### config.mk
export PLATFORM = sky130hd
export DESIGN_NAME = uart_link_scheduler_flat
export DESIGN_NICKNAME = d
export VERILOG_FILES = /design/src/rtl/uart_link_scheduler_if.sv /design/src/rtl/uart_link_scheduler.sv /design/src/flat_wrapper.sv
export SDC_FILE = /design/constraint.sdc
export NUM_CORES = 1
export LEC_CHECK = 0
export ABC_CLOCK_PERIOD_IN_PS = 1730
export CAP_MARGIN = 10
export CORE_MARGIN = 1
export CORE_UTILIZATION = 49
export CTS_CLUSTER_DIAMETER = 60
export CTS_CLUSTER_SIZE = 10
export DETAILED_ROUTE_END_ITERATION = 8
export MAX_ROUTING_LAYER = met4
export PLACE_DENSITY = 0.8
export SYNTH_ARGS = -nofsm -noshare
export SYNTH_HDL_FRONTEND = slang
export SYNTH_SLANG_ARGS = --single-unit
export TNS_END_PERCENT = 100
### constraint.sdc
create_clock -name Clk -period 1.73 [get_ports Clk]
set_input_delay 0.519 -clock Clk [delete_from_list [all_inputs] [get_ports Clk]]
set_output_delay 0.519 -clock Clk [all_outputs]
set_load 0.1 [all_outputs]
### src/rtl/uart_link_scheduler_if.sv
// UART line monitors and mux control between the Pi, its peripherals and the link scheduler.
interface uart_link_scheduler_if;
  logic XbeeGpsRequest;
  logic RPITx;
  logic GpsTx;
  logic XbeeTx;
  logic XbeeGpsSelect;
  logic RxMask;
  logic Pending;
  logic SwitchDone;
  logic ForcedSwitch;

  modport master (
    output XbeeGpsRequest, RPITx, GpsTx, XbeeTx,
    input  XbeeGpsSelect, RxMask, Pending, SwitchDone, ForcedSwitch
  );

  modport slave (
    input  XbeeGpsRequest, RPITx, GpsTx, XbeeTx,
    output XbeeGpsSelect, RxMask, Pending, SwitchDone, ForcedSwitch
  );
endinterface

### src/rtl/uart_link_scheduler.sv
// Moves the Pi UART between GPS and Xbee only at an idle frame boundary, then masks Rx for a guard time.
// Optional forced switch after a WAIT_IDLE timeout: define UART_SWITCH_TIMEOUT_EN.
module uart_link_scheduler #(
  parameter int CLKS_PER_BIT = 434,
  parameter int IDLE_BITS    = 12,
  parameter int GUARD_BITS   = 2,
  parameter int TIMEOUT_BITS = 200
) (
  input  logic Clk,
  input  logic ResetN,
  uart_link_scheduler_if.slave link
);
  localparam int BW = (CLKS_PER_BIT > 1) ? $clog2(CLKS_PER_BIT) : 1;
  localparam int IW = $clog2(IDLE_BITS + 1);
  localparam int GW = (GUARD_BITS > 1) ? $clog2(GUARD_BITS) : 1;
  localparam logic [BW-1:0] BIT_LAST   = BW'(CLKS_PER_BIT - 1);
  localparam logic [IW-1:0] IDLE_MAX   = IW'(IDLE_BITS);
  localparam logic [IW-1:0] IDLE_LAST  = IW'(IDLE_BITS - 1);
  localparam logic [GW-1:0] GUARD_LAST = GW'(GUARD_BITS - 1);

  typedef enum logic [1:0] {LOCKED, WAIT_IDLE, GUARD} stateT;

  stateT         state, stateNext;
  logic [3:0]    syncStage_p0, syncStage_p1;
  logic          reqSync, rpiSync, gpsSync, xbeeSync;
  logic          anyLow, tick, idleDone, guardDone, timeoutDone, stateChange;
  logic [BW-1:0] bitCnt;
  logic [IW-1:0] idleCnt;
  logic [GW-1:0] guardCnt;
  logic          selectQ, maskQ, pendingQ, doneQ;
  logic          selectNext, maskNext, pendingNext, doneNext;

  // Stage p0/p1: two-flop synchronisers, Tx lines reset to idle-high
  always_ff @(posedge Clk) begin
    if (!ResetN) begin
      syncStage_p0 <= 4'b0111;
      syncStage_p1 <= 4'b0111;
    end else begin
      syncStage_p0 <= {link.XbeeGpsRequest, link.RPITx, link.GpsTx, link.XbeeTx};
      syncStage_p1 <= syncStage_p0;
    end
  end

  assign {reqSync, rpiSync, gpsSync, xbeeSync} = syncStage_p1;

  // Only the Pi line and the currently selected peripheral gate a switch
  assign anyLow      = !rpiSync || (selectQ ? !xbeeSync : !gpsSync);
  assign tick        = (bitCnt == BIT_LAST);
  assign idleDone    = !anyLow && ((idleCnt == IDLE_MAX) || (tick && idleCnt == IDLE_LAST));
  assign guardDone   = tick && (guardCnt == GUARD_LAST);
  assign stateChange = (stateNext != state);

  always_ff @(posedge Clk) begin
    if (!ResetN || stateChange || anyLow || tick) bitCnt <= '0;
    else                                          bitCnt <= bitCnt + BW'(1);
  end

  always_ff @(posedge Clk) begin
    if (!ResetN || stateChange || anyLow)  idleCnt <= '0;
    else if (tick && idleCnt != IDLE_MAX)  idleCnt <= idleCnt + IW'(1);
  end

  always_ff @(posedge Clk) begin
    if (!ResetN || stateChange)         guardCnt <= '0;
    else if (state == GUARD && tick)    guardCnt <= guardCnt + GW'(1);
  end

`ifdef UART_SWITCH_TIMEOUT_EN
  localparam int TW = (TIMEOUT_BITS > 1) ? $clog2(TIMEOUT_BITS) : 1;
  localparam logic [TW-1:0] TO_LAST = TW'(TIMEOUT_BITS - 1);

  logic [BW-1:0] toBitCnt;
  logic [TW-1:0] toCnt;
  logic          toTick, forcedQ;

  // Free-running bit timer so line activity cannot postpone the timeout
  assign toTick      = (toBitCnt == BIT_LAST);
  assign timeoutDone = (state == WAIT_IDLE) && toTick && (toCnt == TO_LAST);

  always_ff @(posedge Clk) begin
    if (!ResetN || stateChange) begin
      toBitCnt <= '0;
      toCnt    <= '0;
    end else begin
      toBitCnt <= toTick ? '0 : toBitCnt + BW'(1);
      if (toTick && state == WAIT_IDLE) toCnt <= toCnt + TW'(1);
    end
  end

  always_ff @(posedge Clk) begin
    if (!ResetN) forcedQ <= 1'b0;
    else         forcedQ <= (state == WAIT_IDLE) && (stateNext == GUARD) && timeoutDone && !idleDone;
  end

  assign link.ForcedSwitch = forcedQ;
`else
  assign timeoutDone       = 1'b0;
  assign link.ForcedSwitch = 1'b0;
`endif

  always_comb begin
    stateNext  = state;
    selectNext = selectQ;
    doneNext   = 1'b0;
    unique case (state)
      LOCKED: begin
        if (reqSync != selectQ) stateNext = WAIT_IDLE;
      end
      WAIT_IDLE: begin
        if (reqSync == selectQ) begin
          stateNext = LOCKED;
        end else if (idleDone || timeoutDone) begin
          stateNext  = GUARD;
          selectNext = ~selectQ;
        end
      end
      GUARD: begin
        if (guardDone) begin
          stateNext = LOCKED;
          doneNext  = 1'b1;
        end
      end
      default: stateNext = LOCKED;
    endcase
    maskNext    = (stateNext == GUARD);
    pendingNext = (stateNext != LOCKED);
  end

  always_ff @(posedge Clk) begin
    if (!ResetN) begin
      state    <= LOCKED;
      selectQ  <= 1'b0;
      maskQ    <= 1'b0;
      pendingQ <= 1'b0;
      doneQ    <= 1'b0;
    end else begin
      state    <= stateNext;
      selectQ  <= selectNext;
      maskQ    <= maskNext;
      pendingQ <= pendingNext;
      doneQ    <= doneNext;
    end
  end

  assign link.XbeeGpsSelect = selectQ;
  assign link.RxMask        = maskQ;
  assign link.Pending       = pendingQ;
  assign link.SwitchDone    = doneQ;
endmodule

### src/flat_wrapper.sv
// flat-port wrapper written by rule: the top's interface ports become plain ports
module uart_link_scheduler_flat 
#(
  parameter int CLKS_PER_BIT = 434,
  parameter int IDLE_BITS    = 12,
  parameter int GUARD_BITS   = 2,
  parameter int TIMEOUT_BITS = 200
)
  (Clk, ResetN, link_XbeeGpsRequest, link_RPITx, link_GpsTx, link_XbeeTx, link_XbeeGpsSelect, link_RxMask, link_Pending, link_SwitchDone, link_ForcedSwitch);
  uart_link_scheduler_if link_i ();
  input  logic Clk;
  input  logic ResetN;
  input wire logic [$bits(link_i.XbeeGpsRequest)-1:0] link_XbeeGpsRequest;
  input wire logic [$bits(link_i.RPITx)-1:0] link_RPITx;
  input wire logic [$bits(link_i.GpsTx)-1:0] link_GpsTx;
  input wire logic [$bits(link_i.XbeeTx)-1:0] link_XbeeTx;
  output wire logic [$bits(link_i.XbeeGpsSelect)-1:0] link_XbeeGpsSelect;
  output wire logic [$bits(link_i.RxMask)-1:0] link_RxMask;
  output wire logic [$bits(link_i.Pending)-1:0] link_Pending;
  output wire logic [$bits(link_i.SwitchDone)-1:0] link_SwitchDone;
  output wire logic [$bits(link_i.ForcedSwitch)-1:0] link_ForcedSwitch;
  assign link_i.XbeeGpsRequest = link_XbeeGpsRequest;
  assign link_i.RPITx = link_RPITx;
  assign link_i.GpsTx = link_GpsTx;
  assign link_i.XbeeTx = link_XbeeTx;
  assign link_XbeeGpsSelect = link_i.XbeeGpsSelect;
  assign link_RxMask = link_i.RxMask;
  assign link_Pending = link_i.Pending;
  assign link_SwitchDone = link_i.SwitchDone;
  assign link_ForcedSwitch = link_i.ForcedSwitch;
  uart_link_scheduler #(.CLKS_PER_BIT(CLKS_PER_BIT), .IDLE_BITS(IDLE_BITS), .GUARD_BITS(GUARD_BITS), .TIMEOUT_BITS(TIMEOUT_BITS)) u_core (.Clk(Clk), .ResetN(ResetN), .link(link_i));
endmodule
==> results.md <==
* Status: finished clean
* Cell Area, Placed at 1379 um2
* Switching power at 253.1 uW
* CP delay by family, top: simple AND/OR/NAND/NOR gates
* Initial antenna violation count at 0
* CTS tree: yes
* Max incr delay on CP at 0.44 ns
* Maximum level of the CTS H-tree at 1
* Crit path capture type: flip-flop
* Most used cell, CP: nor2_1
* Unrepaired setup endpoints after global routing: true
* Ys Warns at 0
* Post-synth cell types at 33
* Placeable Area at 2255 um2
* Post-layout power at 1189 uW
* Leak pwr at 0.0005941 uW
* GP Congestion at 0.9262
* Final wirelength at 2.265 mm
* Clock Skew at 0.006878 ns
* CP Data Arrival Time at 1.92 ns
* Critical Path Start Type: flip-flop
* # fillers at 167
* Hold Vio Cnt, Final at 0
* Avg Cell Area, Syn at 9.543 um2
* Clock slew at reported path FFs at 0.15 ns
* Clock Tree Root: clkbuf_4
* Number of synthesized flops with an enable pin at 0
* GRT Total Usage at 0.1942
* Vias in the first global route at 924
* Pint at 936.2 uW
* Slowest CP cell: or4_4
* First DRT Iteration DRCs at 18
* Sw Ratio at 0.2128
* Ys async rst share at 0
* CP Max Fanout at 3
* Fin. max-slew vios at 0
* DRC viols at 0
* Final Cycle Share at 0.9837
* GR Overflow Total at 0
* Initial Util at 0.5333
* Share of cells above drive strength 1 at 0.2168
* Die ar. at 2656 um2
* Floorplan row count at 17
* MaxCap Viol Count at 0
* Clk pwr share at 0.354
* Die Y at 51.54 um
* Final instance area at 1526 um2
* PortBufs at 9
* N_diodes at 0
* Mapped cell area at 1202 um2
* Num Clock Sinks at 28
* Area Overhead vs Synth at 26.95%
* Fin Hold WS at 0.4260 ns
* Reg power frac at 0.561
* Pin count of the biggest net entering global routing at 17
* Num CTS Buffers at 3
* # IOs at 11
* DP HPWL at 1.557 mm
* Sequential-to-total area share from yosys stat at 0.4662
* Global-route wire length before repair at 3.739 mm
* Seq cells post-synth at 28
* Die X at 51.54 um
* Fmax at 587.6 MHz
* Antenna Nets Post-Route at 0
* Drt first pass iters at 4
* Setup TNS at 0 ns
* Top_reg_cell synth: dfxtp_1
* Final nets at 154
* WS Path Type: reg -> reg
* Wire per inst at 13.25 um
* Logic pwr share at 0.084
* Via count at 896
* Vias per cell at 5.240
* Skew-Pair Late Insertion Delay at 0.32 ns
* Final setup fails at 0
* Peak supply drop at 0.0005664 V
* Fin crit period at 1.702 ns
* Pwr dens at 779.1 nW/um2
* Syn nets at 136
* CP bufs+invs at 1
* Clk buf depth at 2
* Worst min path class: reg -> reg
* Mapped Cells at 126
* Crit path cell chain: inv_2 > ha_4 > nand4b_4 > or4_4 > nor2_1 > mux2i_1 > nor2_1
* WP data required at 1.95 ns
==> layer usage <==
| metal | wire, um | share of wire | up-vias | track usage |
|---|---|---|---|---|
| met4 | 14 | 0.0062 | 0 | 0.09009 |
| met3 | 61 | 0.027 | 2 | 0.02924 |
| met1 | 993 | 0.44 | 421 | 0.1945 |
| met2 | 1195 | 0.53 | 17 | 0.3658 |
| li1 | - | - | 456 | - |
| met5 | 0 | 0 | - | - |
==> repair_timing <==
item                                    in CTS  in global routing
hold buffers                                 0                  0
gates cloned                                 0                  1
pin swaps                                    2                  4
gates resized for setup                      9                  4
buffers inserted                             1                  2
endpoints found under the setup margin       4                 17
==> cells in the final DEF, fill, tap and decap left out, drive strengths merged, types with 2 or more instances in the layout <==
master and n:
nor2 20, nand3b 2, nand3 6, mux2i 3, inv 5, a21oi 4
dfxtp 28, nand2b 7, ha 4, xnor2 6, o21ai 4, clkdlybuf4s50 5
nand2 9, and2 2, o211ai 2, buf 10, clkbuf 3, and3 3
xor2 5
==> power groups by stage <==
stage	clock, uW	sequential (uW)	combinational [uW]
global placement	0	679	77.7
finish	421	668	100
detailed placement	0	680	81.6
floorplan	0	683	49.2
global route	453	670	108
CTS	426	668	93.3
==> cell type report <==
cell class                 count  area, um2  area share
clock inverter                 1      30.03     0.01967
multi-input combinational     91      675.6      0.4426
clock buffer                   3      22.52     0.01475
tap                           28      35.03     0.02295
sequential                    28      569.3      0.3730
timing repair buffer          15      175.2      0.1148
inverter                       5      18.77     0.01230
==> cells in the mapped netlist (2+ instances only) <==
cell	count	area [um2]
xor2_1	5	43.79
o21ai_0	3	15.01
clkbuf_1	2	7.510
nand3_1	6	30.03
ha_1	4	50.05
and2_1	2	12.51
mux2i_1	3	30.03
and3_1	3	18.77
xnor2_1	6	52.55
nand2_1	9	33.78
inv_1	5	18.77
nor2_1	20	75.07
dfxtp_1	28	560.5
nand3b_1	2	15.01
nand2b_1	7	43.79
a21oi_1	4	20.02
==> per-stage QoR <==
step,utilization,instances,worst slack (ns)
after floorplan,-,126,0.08658
after global placement,0.6115,163,0.06865
after detailed placement,0.6115,163,-0.04090
after CTS,0.6587,168,-0.01947
after global routing,0.6770,171,-0.05404
final,0.6770,171,0.02812
==> kinds of logic (layout without fill, tap and decap cells) <==
logic type,Yosys count,in the layout,share of synthesized area
other,1,1,0.003119
AO/OA/AOI/OAI,14,15,0.08428
XOR/XNOR,11,11,0.08012
flip-flops,28,28,0.4662
buffers and inverters,8,24,0.02810
AND/OR/NAND/NOR,57,57,0.2716
adder cells (fa/ha/maj),4,4,0.04162
multiplexers,3,3,0.02497
==> final timing paths <==
path | from | end | slack (ns) | depth (start not counted)
max | u_core.bitCnt[1]$_SDFF_PP0_ | u_core.idleCnt[1]$_SDFFE_PP0P_ | 0.03 | 7
min | u_core.syncStage_p0[0]$_SDFF_PN1_ | u_core.syncStage_p1[0]$_SDFF_PN1_ | 0.43 | 1
max reg2reg | u_core.bitCnt[1]$_SDFF_PP0_ | u_core.idleCnt[1]$_SDFFE_PP0P_ | 0.03 | 7
min reg2reg | u_core.syncStage_p0[0]$_SDFF_PN1_ | u_core.syncStage_p1[0]$_SDFF_PN1_ | 0.43 | 1
==> flip-flops by register name, summed over array words and instances, names as in the netlist <==
name / flops
u_core.syncStage_p1: 4
u_core.guardCnt: 1
u_core.link.Pending: 1
u_core.link.SwitchDone: 1
u_core.syncStage_p0: 4
u_core.state: 2
u_core.link.RxMask: 1
u_core.link.XbeeGpsSelect: 1
u_core.bitCnt: 9
u_core.idleCnt: 4
No activity file was read; power rests on OpenSTA's default activity.
==> RTL edit 1: new RTL, same settings <==
The option `UART_SWITCH_TIMEOUT_EN` is turned on by a define.
--- a/src/rtl/uart_link_scheduler.sv
+++ b/src/rtl/uart_link_scheduler.sv
@@ -1,4 +1,6 @@
 // Moves the Pi UART between GPS and Xbee only at an idle frame boundary, then masks Rx for a guard time.
 // Optional forced switch after a WAIT_IDLE timeout: define UART_SWITCH_TIMEOUT_EN.
+`define UART_SWITCH_TIMEOUT_EN
+
 module uart_link_scheduler #(
   parameter int CLKS_PER_BIT = 434,
Function: same outputs for any inputs over 10 cycles, from zero or initial values and one cycle with ResetN low; that may be too few to reach the edited logic, so the function may still have changed.
==> RTL edit 1 against the unedited design <==
- the flow now finishes with violations (setup timing)
- via count increased by 86%
- non-clock buffer count increased by 47
- sequential cell count increased by 18
- worst setup slack worse by 0.24 ns
- synthesized area up 63%
- sequential share of layout area shrank 4.9 points
- routed wire length rose by 110%
- design area rose by 88%
- total power grew 63%
==> RTL edit 1: results (changes against the unedited design) <==
clocking:
  cts_buffer_depth: 2  # unchanged
  clk-insertion-delay-late_ns: 0.30  # was 0.32 ns
  root_buffer: "clkbuf_8"  # was clkbuf_4
  cts_buffers: 5  # was 3
  htree_levels: 2  # was 1
  clkSlewWorstSetupHoldPaths_ns: 0.08  # was 0.15 ns
  postCtsSetupBuffers: 5  # was 1
  post_cts_resized: 26  # was 9
global_route:
  grt_max_degree: 15  # was 17
  grt.total_usage_pct: 25.5  # was 19.4%
  grt_first_pass_wirelength_mm: 7.58  # was 3.74 mm
  grt_pass1_vias: 1671  # was 924
drt:
  wl_mm: 4.74  # was 2.27 mm
  route.met2.wl_mm: 2.46  # was 1.20 mm
  drt-initial-drc-count: 61  # was 18
  met1_length_mm: 1.98  # was 993 microns
final_layout:
  layout-drive-gt1-share_pct: 40.3  # was 21.7%
  stdcell_count: 316  # was 171
  fillers: 235  # was 167
sta:
  setup_viol: 35  # was 0
  worstMarginPinSlew_ns: 0.433
  tns_ns: -5.03  # was 0 ns
  worst_slack_ns: -0.210  # was 0.0281 ns
  finalClockSkew_ns: 0.00714  # was 0.00688 ns
pwr:
  p_leak_nw: 1.13  # was 0.594 nW
  powerClk_mw: 0.683  # was 0.421 mW
  ir_worst_vdd_mv: 0.686  # was 0.566 mV
  power_mw: 1.94  # was 1.19 mW
outcome:
  status: "finished, violations left"  # was completed
  violations: "setup timing"
placed_design:
  hpwl_mm: 2.57  # was 1.56 mm
  place_ws_ns: -0.531  # was -0.0409 ns
  io_buffer_count: 10  # was 9
  gp_congestion: 0.834  # was 0.926
  dp_cells: 299  # was 163
  placed_area_sq_mm: 0.00248  # was 0.00138 sq mm
synthesis:
  ys_top_cells_by_count: "dfxtp_1, nor2_1, nand2_1"  # unchanged
  ys_seq_area_share_pct: 47.1  # was 46.6%
  synth.top_cells.by_area: "dfxtp_1, xnor2_1, xor2_1"  # was dfxtp_1, nor2_1, xnor2_1
  postSynthAreaPerCell_sq_um: 9.68  # was 9.54 sq um
critical_path:
  crit_fanout: 7  # was 3
  cp.arrival_ns: 2.13  # was 1.92 ns
min_path:
  hp-class: "reg2reg"  # unchanged
## RTL edit 1: cell count changes after synthesis, moves of 2 or more
cell,before,now
dfxtp_1,28,46
nor3_1,0,13
nand3_1,6,14
nor4_1,0,8
xor2_1,5,13
xnor2_1,6,13
nand2_1,9,15
buf_6,0,3
ha_1,4,7
a21oi_1,4,2
nand3b_1,2,0
nor2_1,20,22
## RTL edit 1: routing by layer
layer  GRT usage [%]  vias up
li1                -      828
met4            13.3        0
met5               -        -
met3            5.90       17
met1            25.8      788
met2            45.8       35
## RTL edit 1: kinds of logic after synthesis
family                     synth area share, %
AOI/OAI and AO/OA                         4.80
xor gates and xnor gates                  11.7
adders and majority gates                 4.48
buffers and inverters                     3.07
DFF                                       47.1
muxes                                     2.11
and+or+nand+nor                           26.8
## RTL edit 1: worst max-delay path: stages, from the launching register on
cell	delay, ns
dfxtp_2	0.32
or4b_4	0.56
nor3_4	0.19
nand4_4	0.20
buf_6	0.18
a31oi_4	0.27
nor3_1	0.10
## RTL edit 1: cell type report
type | count | area [sq um] | area share [%]
Multi-Input combinational cell | 148 | 1170 | 41.0
Sequential cell | 46 | 930 | 32.4
Timing Repair Buffer | 62 | 593 | 20.7
Clock buffer | 6 | 82.6 | 2.88
Tap cell | 48 | 60.1 | 2.09
Inverter | 4 | 15.0 | 0.524
Clock inverter | 2 | 12.5 | 0.436
## RTL edit 1: final timing paths
path                                        startpoint                endpoint  slack, ns  depth (start not counted)
worst max register to register      u_core.toBitCnt[6]       u_core.idleCnt[1]      -0.21                          6
worst min-delay path            u_core.syncStage_p0[0]  u_core.syncStage_p1[0]       0.42                          1
worst min register to register  u_core.syncStage_p0[0]  u_core.syncStage_p1[0]       0.42                          1
worst max-delay path                u_core.toBitCnt[6]       u_core.idleCnt[1]      -0.21                          6
==> RTL edit 2: new RTL, config.mk and constraints unchanged <==
Without the edit above. Re-encode `stateT` (3 states) as one-hot, 3 bits wide.
--- a/src/rtl/uart_link_scheduler.sv
+++ b/src/rtl/uart_link_scheduler.sv
@@ -19,5 +19,5 @@
   localparam logic [GW-1:0] GUARD_LAST = GW'(GUARD_BITS - 1);
 
-  typedef enum logic [1:0] {LOCKED, WAIT_IDLE, GUARD} stateT;
+  typedef enum logic [2:0] {LOCKED = 3'b001, WAIT_IDLE = 3'b010, GUARD = 3'b100} stateT;
 
   stateT         state, stateNext;
Check against the original RTL: same outputs for any inputs over 10 cycles, from zero or initial values and one cycle with ResetN low; not proved beyond that.
==> RTL edit 2 against the unedited design <==
- the run now ends with setup timing left
- clock skew grew 0.0016 ns
- routed wire length increased by 42%
- worst setup slack got worse by 0.26 ns
- design area rose by 25%
- critical path depth shrank 1
- sequential share of layout area shrank 6.4 points
- sequential cell count increased by 1
- combinational power grew 19%
- via count is 33% higher
- synthesized area grew 15%
- total power grew 8.2%
- sequential power is 3.3% higher
- die area up 14%
- highest routed layer unchanged
==> RTL edit 2: results (changes against the unedited design) <==
outcome:
  status: "finished, violations left"  # was completed
  violations: "setup timing"
min_path:
  hold_end: "u_core.syncStage_p1[1]"  # was u_core.syncStage_p1[0]
  min_from: "u_core.syncStage_p0[1]"  # was u_core.syncStage_p0[0]
  hp-class: "reg2reg"  # unchanged
final_layout:
  fillers: 176  # was 167
  seq_area_share_pct: 30.9  # was 37.3%
  layout-drive-gt1-share_pct: 39.1  # was 21.7%
  buffers: 36  # was 15
  nClkBuffers: 7  # was 3
  clkCellAreaFrac_pct: 3.67  # was 3.44%
  fin_area_sq_mm: 0.00191  # was 0.00153 sq mm
  nNetsFinal: 188  # was 154
  inv_count: 6  # was 5
  stdcell_count: 209  # was 171
  layout.nonclk_buf_share_pct: 19.6  # was 11.5%
drt:
  drt-initial-drc-count: 51  # was 18
  wire_per_inst_microns: 15.4  # was 13.2 microns
  vias: 1190  # was 896
sta:
  setup_viol: 19  # was 0
  hold_ws_ns: 0.406  # was 0.426 ns
  worst_slack_ns: -0.235  # was 0.0281 ns
  tns_ns: -3.13  # was 0 ns
  finalClockSkew_ns: 0.00849  # was 0.00688 ns
critical_path:
  cp.arrival_ns: 2.19  # was 1.92 ns
  critPathCapture: "u_core.bitCnt[4]"  # was u_core.idleCnt[1]
  r2r_cells: 6  # was 7
  startpoint: "u_core.bitCnt[2]"  # was u_core.bitCnt[1]
pwr:
  p_leak_nw: 0.719  # was 0.594 nW
  ir_worst_vdd_mv: 0.669  # was 0.566 mV
placed_design:
  hpwl_mm: 1.95  # was 1.56 mm
  place_ws_ns: -0.126  # was -0.0409 ns
  dp_cells: 197  # was 163
  placed_area_sq_mm: 0.00171  # was 0.00138 sq mm
  gp_congestion: 0.856  # was 0.926
clocking:
  clk-insertion-delay-late_ns: 0.34  # was 0.32 ns
  htree_levels: 2  # was 1
  cts_buffers: 5  # was 3
  clkSlewWorstSetupHoldPaths_ns: 0.10  # was 0.15 ns
  post_cts_resized: 0  # was 9
synthesis:
  synthAdderAreaFrac_pct: 3.63  # was 4.16%
  synth_cell_types: 37  # was 33
  synth_seq_cells: 29  # was 28
  postSynthAreaPerCell_sq_um: 9.79  # was 9.54 sq um
  synth.top_cells.by_area: "dfxtp_1, xnor2_1, nor3_2"  # was dfxtp_1, nor2_1, xnor2_1
  synth_fp_nets: 151  # was 136
  synth_compound_area_share_pct: 7.07  # was 8.43%
  synth_xor_area_share_pct: 7.62  # was 8.01%
  muxShareOfSynthArea_pct: 2.18  # was 2.50%
  ys_top_cells_by_count: "dfxtp_1, nand2_1, nand2b_1, nand3_1, nor2_1"  # was dfxtp_1, nor2_1, nand2_1
  ys_seq_area_share_pct: 42.1  # was 46.6%
global_route:
  grt_pass1_vias: 1093  # was 924
  grt.total_usage_pct: 23.3  # was 19.4%
  grt_first_pass_wirelength_mm: 4.69  # was 3.74 mm
floorplan:
  tap_cells: 30  # was 28
-- RTL edit 2: report_power, final --
group / total [mW] / switching (mW) / internal (mW) / leakage [nW]
Sequential: 0.690 / 0.00873 / 0.681 / 0.239
Combinational: 0.119 / 0.0627 / 0.0563 / 0.439
Clock: 0.478 / 0.242 / 0.235 / 0.0413
Total: 1.29 / 0.314 / 0.973 / 0.719
-- RTL edit 2: critical path, cell delays in order (launching register included) --
cell       delay, ns
dfxtp_2         0.33
or4b_4          0.59
nor4b_4         0.29
o32ai_1         0.15
o22ai_4         0.25
clkbuf_16       0.20
nor4_1          0.04
-- RTL edit 2: routing by layer --
layer | vias to the layer above | wire (microns) | GRT usage (%) | part of all wire, %
li1 | 565 | - | - | -
met1 | 566 | 1340 | 27.4 | 42
met2 | 45 | 1560 | 34.3 | 49
met3 | 14 | 214 | 6.01 | 6.6
met4 | 0 | 105 | 16.3 | 3.3
met5 | - | 0 | - | 0
